==> config.mk <==
export PLATFORM = sky130hd
export DESIGN_NAME = bin_to_bcd_seq
export DESIGN_NICKNAME = d
export VERILOG_FILES = /design/src/rtl/bcd_pkg.sv /design/src/rtl/bcd_add3.sv /design/src/rtl/bin_to_bcd_seq.sv
export SDC_FILE = /design/constraint.sdc
export NUM_CORES = 1
export LEC_CHECK = 0
export ABC_AREA = 1
export BUFFER_PORTS_ARGS = -buffer_cell sky130_fd_sc_hd__buf_2
export CAP_MARGIN = 20
export CORE_MARGIN = 3
export CORE_UTILIZATION = 55
export CTS_BUF_LIST = sky130_fd_sc_hd__clkbuf_2
export CTS_CLUSTER_SIZE = 28
export DETAILED_ROUTE_END_ITERATION = 12
export PLACE_DENSITY_LB_ADDON = 0.12
export SYNTH_ARGS = -nofsm -noshare
export SYNTH_HDL_FRONTEND = slang
export SYNTH_HIERARCHICAL = 1
export SYNTH_SLANG_ARGS = --single-unit
==> constraint.sdc <==
create_clock -name clk -period 3.1 [get_ports clk]
set_clock_uncertainty 0.05 [all_clocks]
set_input_delay 0.62 -clock clk [delete_from_list [all_inputs] [get_ports clk]]
set_output_delay 0.62 -clock clk [all_outputs]
set_load 0.05 [all_outputs]
==> src/rtl/bcd_pkg.sv <==
// Shared types and constants for the sequential binary-to-BCD converter.
package bcd_pkg;

  // Converter control states: waiting for a request, or shifting bits in.
  typedef enum logic {
    ST_IDLE  = 1'b0,
    ST_SHIFT = 1'b1
  } state_t;

  // One packed BCD digit.
  typedef logic [3:0] bcd_digit_t;

  // A digit at or above this value would overflow past 9 on the next shift,
  // so it gets 3 added first (double-dabble correction).
  localparam bcd_digit_t ADD3_THRESHOLD = 4'd5;

  // Three digits cover an 8-bit operand (0..255).
  localparam int NUM_DIGITS = 3;
  localparam int SCRATCH_W  = 4 * NUM_DIGITS;

  // Width of the shift-step counter.
  localparam int STEP_W = 3;

  // True when a digit is a legal decimal value.
  function automatic logic digit_is_valid(input bcd_digit_t d);
    return (d <= 4'd9);
  endfunction

endpackage

==> src/rtl/bcd_add3.sv <==
// Per-digit double-dabble correction: adds 3 to a digit that is 5 or more.
module bcd_add3
  import bcd_pkg::*;
(
  input  bcd_digit_t digit_in,
  output bcd_digit_t digit_out
);

  // Pass the digit through unless it needs the pre-shift correction.
  always_comb begin
    digit_out = digit_in;
    if (digit_in >= ADD3_THRESHOLD) begin
      digit_out = digit_in + 4'd3;
    end
  end

endmodule

==> src/rtl/bin_to_bcd_seq.sv <==
// Sequential 8-bit binary to 3-digit BCD converter (shift-and-add-3).
// A request is accepted in IDLE; eight shift steps later the result is
// loaded into the output digits together with a one-cycle done pulse.
module bin_to_bcd_seq
  import bcd_pkg::*;
#(
  parameter int BIN_W = 8
) (
  input  logic             clk,
  input  logic             rst_n,
  input  logic             start,
  input  logic [BIN_W-1:0] bin_in,
  output logic             busy,
  output logic             done,
  output logic [3:0]       bcd_100,
  output logic [3:0]       bcd_10,
  output logic [3:0]       bcd_1
);

  // Step index of the final shift; the conversion finishes on that edge.
  localparam logic [STEP_W-1:0] LAST_STEP = STEP_W'(BIN_W - 1);
  localparam int WORD_W = SCRATCH_W + BIN_W;

  state_t                 state_reg, state_next;
  logic [STEP_W-1:0]      step_reg, step_next;
  logic [SCRATCH_W-1:0]   scratch_reg, scratch_next;
  logic [BIN_W-1:0]       bin_reg, bin_next;
  logic [SCRATCH_W-1:0]   bcd_reg, bcd_next;
  logic                   done_reg, done_next;

  // Corrected scratch digits and the combined word after one left shift.
  logic [SCRATCH_W-1:0]   scratch_corr;
  logic [WORD_W-1:0]      shift_word;
  logic [SCRATCH_W-1:0]   scratch_shifted;
  logic [BIN_W-1:0]       bin_shifted;

  // One correction cell per scratch digit.
  for (genvar gi = 0; gi < NUM_DIGITS; gi++) begin : g_add3
    bcd_add3 u_add3 (
      .digit_in  (scratch_reg[gi*4 +: 4]),
      .digit_out (scratch_corr[gi*4 +: 4])
    );
  end

  assign shift_word      = {scratch_corr, bin_reg} << 1;
  assign scratch_shifted = shift_word[WORD_W-1 -: SCRATCH_W];
  assign bin_shifted     = shift_word[BIN_W-1:0];

  // State register; reset aborts any conversion in flight.
  always_ff @(posedge clk or negedge rst_n) begin
    if (!rst_n) begin
      state_reg <= ST_IDLE;
    end else begin
      state_reg <= state_next;
    end
  end

  // Next-state and datapath update decisions.
  always_comb begin
    state_next   = state_reg;
    step_next    = step_reg;
    scratch_next = scratch_reg;
    bin_next     = bin_reg;
    bcd_next     = bcd_reg;
    done_next    = 1'b0;

    unique case (state_reg)
      ST_IDLE: begin
        if (start) begin
          bin_next     = bin_in;
          scratch_next = '0;
          step_next    = '0;
          state_next   = ST_SHIFT;
        end
      end

      ST_SHIFT: begin
        // start and bin_in are deliberately ignored here: no queuing.
        scratch_next = scratch_shifted;
        bin_next     = bin_shifted;
        step_next    = step_reg + 1'b1;
        if (step_reg == LAST_STEP) begin
          bcd_next   = scratch_shifted;
          done_next  = 1'b1;
          state_next = ST_IDLE;
        end
      end

      default: begin
        state_next = ST_IDLE;
      end
    endcase
  end

  // Datapath registers: step counter, scratch, operand, results, done.
  always_ff @(posedge clk or negedge rst_n) begin
    if (!rst_n) begin
      step_reg    <= '0;
      scratch_reg <= '0;
      bin_reg     <= '0;
      bcd_reg     <= '0;
      done_reg    <= 1'b0;
    end else begin
      step_reg    <= step_next;
      scratch_reg <= scratch_next;
      bin_reg     <= bin_next;
      bcd_reg     <= bcd_next;
      done_reg    <= done_next;
    end
  end

  assign busy    = (state_reg == ST_SHIFT);
  assign done    = done_reg;
  assign bcd_100 = bcd_reg[11:8];
  assign bcd_10  = bcd_reg[7:4];
  assign bcd_1   = bcd_reg[3:0];

endmodule

# Yosys cells after proc, flatten, opt, wreduce, memory -nomap -nowiden
# Index checks and enable logic that the tools add are counted.
[classes]
n_addsub = 4
order_cmp = 3
eq_ne = 2
muxes = 14
n_bitwise = 1
n_reduce_logical = 1
[op_table]
columns = ["op", "n"]
rows = [
  ["case mux 12 bit (2 select lines)", 1],
  ["case mux 8 bit (2 select lines)", 1],
  [">= comparator 4 x 3 -> 1 bit, second input constant", 3],
  ["2-to-1 mux 12 bit", 1],
  ["adder 4 x 2 -> 4 bit, second input constant", 2],
  ["2-to-1 mux 4 bit", 2],
  ["2-to-1 mux 8 bit", 1],
  ["2-to-1 mux 3 bit", 2],
  ["case mux 3 bit (2 select lines)", 1],
  ["2-to-1 mux 1 bit", 4],
  ["adder 3 x 1 -> 3 bit, second input constant", 1],
  ["adder 3 x 2 -> 3 bit, second input constant", 1],
  ["== test 3 bit, second input constant", 1],
  ["!= test 2 bit, second input constant", 1],
  ["case mux 1 bit (2 select lines)", 1],
  ["AND reduction 2 bit", 1],
  ["NOT 1 bit", 1],
]
[word_totals]
regBits = 37
in_bits = 11
output_inout_bits = 14
wordCells = 31

# Longest topological paths before layout
# Gate-level depths: netlist (run 1).
[logic_depth]
ltp_word = 3
ltp_mapped = 9
ltp_nobuf = 9

# Cells and area by module
# The synthesis (run 1) kept the hierarchy.
[modules_own_cells]
columns = ["module", "n_inst", "cells_per_inst", "area_per_inst_um2", "seq_area_each_um2"]
rows = [
  ["bin_to_bcd_seq", 1, 165, 1542.7, 925.9],
  ["bcd_add3", 3, 23, 135.1, 0.0],
]

# Worst setup path after synthesis (run 1)
# Ideal clock, no wire load.
[synth_path]
path_kind = "register to register"
start = "register state_reg, in the netlist busy"
end = "register bcd_reg[10]"
setup_ns = 0.120
arrival_ns = 1.234
required_ns = 2.930
setup_slack_ns = 1.696
path_stages_with_launch = 6
path_buffers = 2
period_less_slack_ns = 1.404
cell_sequence = "dfrtp_1 buf_6 nand2_4 buf_6 nand2_1 o21ai_2"
[synth_via]
elab_chain_len = 1
[synth_rtl]
columns = ["item", "line", "rtl"]
rows = [
  ["start: declaration", "bin_to_bcd_seq.sv:24", "state_t state_reg, state_next;"],
  ["start signal: assignment", "bin_to_bcd_seq.sv:54", "state_reg <= state_next;"],
  ["AND reduction 2 bit (no source line)", "--", ""],
  ["end signal: assignment", "bin_to_bcd_seq.sv:107", "bcd_reg <= bcd_next;"],
  ["end: declaration", "bin_to_bcd_seq.sv:28", "logic [SCRATCH_W-1:0] bcd_reg, bcd_next;"],
]
# Every way passes these cells.
# A chain may end at the register's enable or synchronous reset.

# Worst setup path after layout (run 1)
[layout_path]
start = "register state_reg, in the netlist busy"
end = "output busy"
[layout_lines]
columns = ["item", "line", "rtl"]
rows = [
  ["end: declaration", "bin_to_bcd_seq.sv:13", "output logic busy,"],
]
# No word-level cell between the ends.

==> summary.txt, run 1 <==
Timing
  • # setup viols final: 0
  • Final TNS setup: 0 ns
  • Final hold vios: 0
  • Slew @ Worst Pin: 0.809 ns
  • Tmin final: 2.09 ns
  • Max_slew headroom: 46.1%
  • FMAX: 0.478 GHz
  • Final period utilization: 67.5%
  • Final Max Slew Viols: 0
  • Unrepaired setup endpoints after global routing: false
  • Fin Hold WS: 0.245 ns

Global routing
  • Largest net degree at the start of global routing: 38
  • Overall Global Routing Usage: 18.9%
  • Gr ovfl total: 0
  • Initial antenna violation count: 0
  • Vias in the first global route: 1385
  • First-pass GRT wire length: 6.09 mm

Critical path
  • Largest stage delay, worst path: 0.69 ns
  • CP max stage cell: dfrtp_1
  • Reg-to-reg slack, setup: 1.40 ns
  • Max FO, Critical Path: 13
  • CP required: 2.43 ns
  • CP Capture Type: output pin
  • Critical Path AT: 1.42 ns
  • Top Family by Delay on Critical Path: flip-flops
  • Critical path startpoint category: register
  • Worst path cell trace: buf_2
  • Crit path buf inv count: 1
  • Crit Path Category: reg2out

Placement
  • I/O Buffers: 24
  • Placed insts: 290
  • Final HPWL DP: 2.30 mm
  • GPL Wtd Cong: 0.801

Floorplan
  • Die Y: 65.1 microns
  • Die ar.: 0.00424 sq mm
  • Die width: 65.1 microns
  • IO Count: 25
  • Row cnt: 20
  • Total core area: 0.00320 sq mm
  • Initial core utilization: 60.0%

Pwr
  • Tot Pwr: 2.41 mW
  • Pwr/cell area: 1160 mW/mm^2
  • LEAKAGE: 1.11 nW
  • Max IR drop VDD: 0.000546 V

Clocking
  • CTS tree: built
  • Clk sinks: 37
  • Worst-path clk slew: 0.19 ns
  • Root buf cell: clkbuf_2
  • Clock latency on the worst-skew pair: 0.39 ns
  • Setup bufs post-CTS: 0
  • CTS Hold Buffers Added: 0
  • Max clock buf depth: 2
  • Clock buffer count from CTS: 5
  • H-tree depth: 2
  • Resized Gates After CTS: 0

Status
  • Status: completed

Drt
  • Remaining DRCs: 0
  • Routed via count: 1437
  • Antenna-violating nets left: 0
  • Total wire length: 3.34 mm
  • First drt pass iteration count: 4
  • DRT iter0 DRCs: 55
  • DR vias/cell: 4.82
  • Post-detailed-route wirelength per cell: 11.2 microns

Job
  • Maxcap violations: 0

Finish
  • Fin cells: 298
  • Nets: 272
  • Core Util, Final: 65.0%
  • Area grow syn2layout: 8.33%
  • Layout cell share with drive strength beyond 1: 24.4%
  • Fillers: 299
  • Antenna Cells: 0

Synthesis
  • Syn nets: 248
  • Synth Warn #: 6
  • Syn_area_per_cell: 8.39 sq um
  • Cells after Synth: 229
  • Post-synthesis instance area: 0.00192 sq mm

Worst hold path
  • Hold Crit Class: in2async
## per-stage QoR
stage	setup WS, ns	area, sq um
4_1_cts	0.976	2080
6_report	1.01	2080
3_3_place_gp	1.35	2040
5_1_grt	0.854	2080
3_5_place_dp	1.32	2040
2_1_floorplan	1.70	1920
## area by class of cell
class,instances,area [sq um],area share [%]
multi-input cells,158,842,40.4
inverters,27,101,4.87
flip-flops and latches,37,926,44.5
clock inverters,3,12.5,0.601
repair buffers,24,120,5.77
clock buffers,5,25.0,1.20
well taps,44,55.1,2.64
## metal layers
layer	wire [microns]	part of all wire, %	global-route usage, %
met1	1630	49	22.9
met2	1540	46	31.3
met3	130	3.9	6.67
met4	30	0.90	6.22
met5	0	0	0
## final timing paths
kind,startpoint,endpoint,cells after the start
max in group asynchronous,rst_n,done$_DFF_PN0_,1
hold reg to reg,bcd_reg[10]$_DFFE_PN0P_,bcd_reg[10]$_DFFE_PN0P_,2
hold / removal,rst_n,step_reg[1]$_DFFE_PN0P_,1
setup reg to reg,busy$_DFF_PN0_,bin_reg[6]$_DFFE_PN0P_,4
setup / recovery,busy$_DFF_PN0_,busy,1
min in group clk,bin_in[0],bin_reg[0]$_DFFE_PN0P_,3
## cells in the final DEF (no fill, tap or decap)
| cell type | n |
|---|---|
| a21oi_2 | 2 |
| inv_1 | 23 |
| nor2_4 | 7 |
| dfrtp_1 | 37 |
| buf_2 | 24 |
| o21ai_1 | 1 |
| o21ai_0 | 17 |
| inv_2 | 4 |
| nor2_1 | 10 |
| nand2_4 | 1 |
| clkinv_2 | 1 |
| o21ai_2 | 15 |
| clkinv_1 | 2 |
| nand2_2 | 3 |
| ha_1 | 8 |
| clkbuf_2 | 5 |
| nand3_1 | 3 |
| nand2_1 | 91 |
## power breakdown
| group | internal [mW] | switching, mW | total, mW | leakage [nW] |
|---|---|---|---|---|
| Combinational | 0.408 | 0.932 | 1.34 | 0.618 |
| Sequential | 0.697 | 0.166 | 0.863 | 0.467 |
| Clock | 0.0494 | 0.157 | 0.206 | 0.0278 |
No activity file was read; power rests on OpenSTA's default activity.
==> run 2, diff against run 1 <==
CORE_UTILIZATION = 54   (was 55)
clock period = 1.7 ns   (was 3.1 ns; I/O delays follow)
==> summary.txt, run 2 (same netlist as run 1, synthesis figures left out) <==
Status
  • Status: completed (unchanged)

Finish
  • Most frequent cells in the layout: 91 x nand2_1, 36 x dfrtp_1, 24 x buf_2 (was 91 x nand2_1, 37 x dfrtp_1, 24 x buf_2)
  • Nets: 279 (was 272)
  • Antenna Cells: 0 (unchanged)
  • Layout cell share with drive strength beyond 1: 27.2% (was 24.4%)
  • Area grow syn2layout: 14.1% (was 8.33%)
  • Most common cell after layout, fill and taps aside: nand2_1 (unchanged)

Timing
  • Final period utilization: 90.0%
  • Slew @ Worst Pin: 0.472 ns (was 0.809 ns)
  • Max_slew headroom: 68.5% (was 46.1%)
  • # setup viols final: 0 (unchanged)
  • FMAX: 0.654 GHz
  • Final hold vios: 0 (unchanged)
  • Unrepaired setup endpoints after global routing: false (unchanged)
  • Final Max Slew Viols: 0 (unchanged)
  • Tmin final: 1.53 ns
  • Final TNS setup: 0 ns (unchanged)
  • PnR worst setup slack: 0.170 ns (was 1.01 ns)

Critical path
  • Reg-to-reg slack, setup: 0.22 ns (was 1.40 ns)
  • Critical Path End: busy (unchanged)
  • Reg-to-reg endpoint: scratch_reg[1]$_DFFE_PN0P_ (was bin_reg[6]$_DFFE_PN0P_)
  • Critical path startpoint category: register (unchanged)
  • Top Family by Delay on Critical Path: flip-flops (unchanged)
  • Crit Path Category: reg2out (unchanged)
  • Critical path startpoint: busy$_DFF_PN0_ (unchanged)
  • Largest stage delay, worst path: 0.48 ns (was 0.69 ns)
  • Crit path buf inv count: 1 (unchanged)
  • CP Capture Type: output pin (unchanged)
  • Worst path cell trace: buf_2 (unchanged)
  • Critical Path AT: 1.14 ns (was 1.42 ns)
  • Max FO, Critical Path: 9 (was 13)
  • Worst R2R Path Depth: 8 (was 4)
  • CP required: 1.31 ns (was 2.43 ns)
  • Worst R2R Start: scratch_reg[0]$_DFFE_PN0P_ (was busy$_DFF_PN0_)
  • Critical Path Stages: 1 (unchanged)
  • CP max stage cell: dfrtp_2 (was dfrtp_1)

Drt
  • Routed via count: 1513 (was 1437)
  • Antenna-violating nets left: 0 (unchanged)
  • DR vias/cell: 4.93 (was 4.82)
  • Post-detailed-route wirelength per cell: 11.3 microns (was 11.2 microns)
  • Remaining DRCs: 0 (unchanged)
  • First drt pass iteration count: 4 (unchanged)
  • DRT iter0 DRCs: 95 (was 55)
  • Total wire length: 3.46 mm (was 3.34 mm)

Floorplan
  • Die Y: 65.7 microns (was 65.1 microns)
  • Die width: 65.7 microns (was 65.1 microns)
  • Die ar.: 0.00431 sq mm (was 0.00424 sq mm)
  • Row cnt: 21 (was 20)
  • Total core area: 0.00339 sq mm (was 0.00320 sq mm)
  • IO Count: 25 (unchanged)
  • Initial core utilization: 56.7% (was 60.0%)

Global routing
  • Top Usage Layer GRT: met2 (unchanged)
  • Overall Global Routing Usage: 17.8% (was 18.9%)
  • First-pass GRT wire length: 5.85 mm (was 6.09 mm)
  • Met3 Usage GRT: 5.98% (was 6.67%)
  • Gr ovfl total: 0 (unchanged)
  • Vias in the first global route: 1321 (was 1385)
  • GR Layer Usage met1: 22.6% (was 22.9%)
  • GR Layer Usage met2: 28.7% (was 31.3%)
  • Initial antenna violation count: 0 (unchanged)
  • Largest net degree at the start of global routing: 38 (unchanged)

Pwr
  • LEAKAGE: 1.17 nW (was 1.11 nW)
  • Tot Pwr: 4.79 mW (was 2.41 mW)
  • Pwr/cell area: 2180 mW/mm^2 (was 1160 mW/mm^2)
  • Max IR drop VDD: 0.00100 V (was 0.000546 V)

Clocking
  • CTS tree: built (unchanged)
  • Worst-path clk slew: 0.18 ns (was 0.19 ns)
  • H-tree depth: 2 (unchanged)
  • Root buf cell: clkbuf_2 (unchanged)
  • Max clock buf depth: 2 (unchanged)
  • Clock buffer count from CTS: 5 (unchanged)
  • Clock latency on the worst-skew pair: 0.39 ns (about the same)
  • Clk sinks: 37 (unchanged)

Placement
  • GPL Wtd Cong: 0.836 (was 0.801)
  • Final HPWL DP: 2.34 mm (was 2.30 mm)
  • I/O Buffers: 24 (unchanged)
  • Pre-CTS setup slack: 0.286 ns (was 1.32 ns)

Job
  • Maxcap violations: 0 (unchanged)

Worst hold path
  • Hold Crit Class: in2reg (was in2async)
==> run 2: routing by layer <==
| metal | wire, microns | up-vias |
|---|---|---|
| met1 | 1630 | 700 |
| met2 | 1630 | 37 |
| met3 | 165 | 6 |
| met5 | 0 | - |
| li1 | - | 770 |
| met4 | 40 | 0 |
==> run 2: what timing repair did <==
action                                  4_1_cts  5_1_grt
hold buffers                                  1        0
endpoints found under the setup margin        1        1
gates resized for setup                       1        0
hold endpoints to repair                     37        0
buffers inserted                              0        3
==> run 2: tightest hold or removal path: cells and delay by family <==
| family | cells | cell delay [ns] |
|---|---|---|
| buffers and inverters | 1 | 0.07 |
| AND/OR/NAND/NOR | 2 | 0.12 |
==> run 2: cell type report <==
class	instances	area (sq um)
Inverter	27	101
Multi-Input combinational cell	158	842
Clock inverter	3	65.1
Sequential cell	37	927
Clock buffer	5	25.0
Tap cell	46	57.6
Fill cell	299	1200
Timing Repair Buffer	31	175
==> run 2: power by group <==
part	switching, mW	total (mW)	internal (mW)
Clock	0.295	0.689	0.394
Combinational	1.74	2.54	0.799
Sequential	0.279	1.55	1.27
==> run 2: how the worst min path moves through the flow <==
stage / startpoint / endpoint / depth (start not counted)
floorplan: rst_n / bcd_reg[0]$_DFFE_PN0P_ / 0
global placement: rst_n / bcd_reg[10]$_DFFE_PN0P_ / 2
detailed placement: rst_n / bcd_reg[11]$_DFFE_PN0P_ / 2
CTS: bin_in[0] / bin_reg[0]$_DFFE_PN0P_ / 3
global route: bin_in[1] / bin_reg[1]$_DFFE_PN0P_ / 5
finish: bin_in[0] / bin_reg[0]$_DFFE_PN0P_ / 3
==> run 2: through the flow <==
step                      instance area, sq um  std cells  utilization [%]  hold slack [ns]
final                                     2190        307             64.7            0.136
after global routing                      2190        307             64.7            0.132
after CTS                                 2170        304             64.0            0.118
after detailed placement                  2070        295             61.1            0.365
after global placement                    2070        295             61.1            0.363
after floorplan                           1920        229                -         -0.00559
==> run 3, diff against run 2 <==
SETUP_SLACK_MARGIN = 0.4   (was default)
==> summary.txt, run 3 (same netlist as run 1, synthesis figures left out) <==
Finish
  • Nets: 289 (was 279)
  • Layout cell share with drive strength beyond 1: 41.7% (was 27.2%)
  • Fin cells: 317 (was 307)
  • Fillers: 252 (was 299)
  • Most frequent cells in the layout: 87 x nand2_1, 33 x dfrtp_1, 18 x inv_2, 18 x o21ai_2, 16 x buf_6 (was 91 x nand2_1, 36 x dfrtp_1, 24 x buf_2)
  • Most common cell after layout, fill and taps aside: nand2_1 (unchanged)
  • Antenna Cells: 0 (unchanged)
  • Area grow syn2layout: 29.2% (was 14.1%)

Timing
  • # setup viols final: 0 (unchanged)
  • Final hold vios: 0 (unchanged)
  • Final TNS setup: 0 ns (unchanged)
  • FMAX: 0.717 GHz (was 0.654 GHz)
  • Max_slew headroom: 69.5% (was 68.5%)
  • Final Max Slew Viols: 0 (unchanged)
  • Slew @ Worst Pin: 0.457 ns (was 0.472 ns)
  • Unrepaired setup endpoints after global routing: true (was false)
  • Final period utilization: 82.1% (was 90.0%)
  • Tmin final: 1.39 ns (was 1.53 ns)

Critical path
  • Max FO, Critical Path: 2 (was 9)
  • Reg-to-reg endpoint: scratch_reg[5]$_DFFE_PN0P_ (was scratch_reg[1]$_DFFE_PN0P_)
  • Critical path startpoint category: register (unchanged)
  • CP required: 1.31 ns (about the same)
  • Largest stage delay, worst path: 0.45 ns (was 0.48 ns)
  • CP Capture Type: output pin (unchanged)
  • Worst R2R Path Depth: 8 (unchanged)
  • Worst R2R Start: scratch_reg[4]$_DFFE_PN0P_ (was scratch_reg[0]$_DFFE_PN0P_)
  • Top Family by Delay on Critical Path: flip-flops (unchanged)
  • CP max stage cell: dfrtp_1 (was dfrtp_2)
  • Crit path buf inv count: 1 (unchanged)
  • Critical Path AT: 1.00 ns (was 1.14 ns)
  • Worst path cell trace: buf_6 (was buf_2)
  • Crit Path Category: reg2out (unchanged)
  • Reg-to-reg slack, setup: 0.33 ns (was 0.22 ns)

Clocking
  • Clock latency on the worst-skew pair: 0.39 ns (about the same)
  • Clk sinks: 37 (unchanged)
  • Worst-path clk slew: 0.21 ns (was 0.18 ns)
  • H-tree depth: 2 (unchanged)
  • Clock buffer count from CTS: 5 (unchanged)
  • CTS tree: built (unchanged)
  • Root buf cell: clkbuf_2 (unchanged)
  • Max clock buf depth: 2 (unchanged)

Drt
  • DRT iter0 DRCs: 84 (was 95)
  • Antenna-violating nets left: 0 (unchanged)
  • Routed via count: 1604 (was 1513)
  • DR vias/cell: 5.06 (was 4.93)
  • Post-detailed-route wirelength per cell: 12.8 microns (was 11.3 microns)
  • Total wire length: 4.04 mm (was 3.46 mm)
  • First drt pass iteration count: 4 (unchanged)
  • Remaining DRCs: 0 (unchanged)

Global routing
  • Gr ovfl total: 0 (unchanged)
  • Largest net degree at the start of global routing: 22 (was 38)
  • GR Layer Usage met1: 25.7% (was 22.6%)
  • Top Usage Layer GRT: met2 (unchanged)
  • Met3 Usage GRT: 4.27% (was 5.98%)
  • GR Layer Usage met2: 33.9% (was 28.7%)
  • Overall Global Routing Usage: 20.2% (was 17.8%)
  • Vias in the first global route: 1444 (was 1321)
  • Initial antenna violation count: 0 (unchanged)
  • First-pass GRT wire length: 6.57 mm (was 5.85 mm)

Pwr
  • Max IR drop VDD: 0.00115 V (was 0.00100 V)
  • LEAKAGE: 1.23 nW (was 1.17 nW)
  • Pwr/cell area: 2140 mW/mm^2 (was 2180 mW/mm^2)

Placement
  • Placed insts: 295 (unchanged)
  • GPL Wtd Cong: 0.884 (was 0.836)
  • I/O Buffers: 24 (unchanged)
  • Final HPWL DP: 2.46 mm (was 2.34 mm)

Floorplan
  • Die Y: 65.7 microns (unchanged)
  • IO Count: 25 (unchanged)
  • Initial core utilization: 56.7% (unchanged)
  • Row cnt: 21 (unchanged)
  • Die width: 65.7 microns (unchanged)
  • Total core area: 0.00339 sq mm (unchanged)
  • Die ar.: 0.00431 sq mm (unchanged)

Status
  • Status: completed (unchanged)

Worst hold path
  • Hold endpoint: bin_reg[0]$_DFFE_PN0P_ (unchanged)
  • Hold Crit Class: in2reg (unchanged)
  • Min-delay src: bin_in[0] (unchanged)
  • Hold depth: 3 (unchanged)

Job
  • Maxcap violations: 0 (unchanged)
[run 3: routing by layer]
| layer | up-vias | wire (microns) |
|---|---|---|
| li1 | 797 | - |
| met4 | 0 | 33 |
| met3 | 4 | 129 |
| met5 | - | 0 |
| met2 | 27 | 2030 |
| met1 | 776 | 1850 |
[run 3: how the worst max path moves through the flow]
stage	end	slack, ns	depth (start not counted)	startpoint
global route	bcd_reg[5]$_DFFE_PN0P_	0.25	8	scratch_reg[4]$_DFFE_PN0P_
global placement	scratch_reg[1]$_DFFE_PN0P_	0.32	9	scratch_reg[1]$_DFFE_PN0P_
floorplan	scratch_reg[2]$_DFFE_PN0P_	0.41	8	scratch_reg[0]$_DFFE_PN0P_
CTS	bcd_1[1]	0.29	1	bcd_reg[1]$_DFFE_PN0P_
detailed placement	scratch_reg[6]$_DFFE_PN0P_	0.29	8	scratch_reg[4]$_DFFE_PN0P_
finish	bcd_10[1]	0.31	1	bcd_reg[5]$_DFFE_PN0P_
[run 3: power breakdown]
group | internal, mW | total [mW] | switching, mW
clock network | 0.0972 | 0.394 | 0.296
registers | 1.28 | 1.62 | 0.335
logic | 1.27 | 3.30 | 2.04
total | 2.64 | 5.31 | 2.67
[run 3: through the flow]
step           hold slack (ns)  power, mW  setup WS [ns]  cell area, sq um  utilization [%]
6_report                 0.123       5.31          0.305              2480             73.2
4_1_cts                  0.104       5.01          0.294              2340             69.0
5_1_grt                  0.105       5.72          0.246              2480             73.2
3_5_place_dp             0.262       4.12          0.290              2090             61.6
2_1_floorplan         -0.00559       3.64          0.409              1930                -
3_3_place_gp             0.260       4.08          0.316              2090             61.6
[run 3: what timing repair did]
item | in CTS | in global routing
gates resized for setup | 56 | 27
pin swaps | 21 | 14
endpoints found under the setup margin | 45 | 50
hold endpoints to repair | 18 | 0
buffers inserted | 7 | 3
cloned | 2 | 1
hold buffers | 1 | 0
[run 3: final cells by class]
type                       instances  area, sq um  area share (%)
clock buffer                       5         25.0            1.01
clock inverter                     3         17.5           0.706
inverter                          27          104            4.18
multi-input combinational        160          995            40.1
sequential                        37          931            37.5
tap                               46         57.6            2.32
timing repair buffer              39          353            14.2
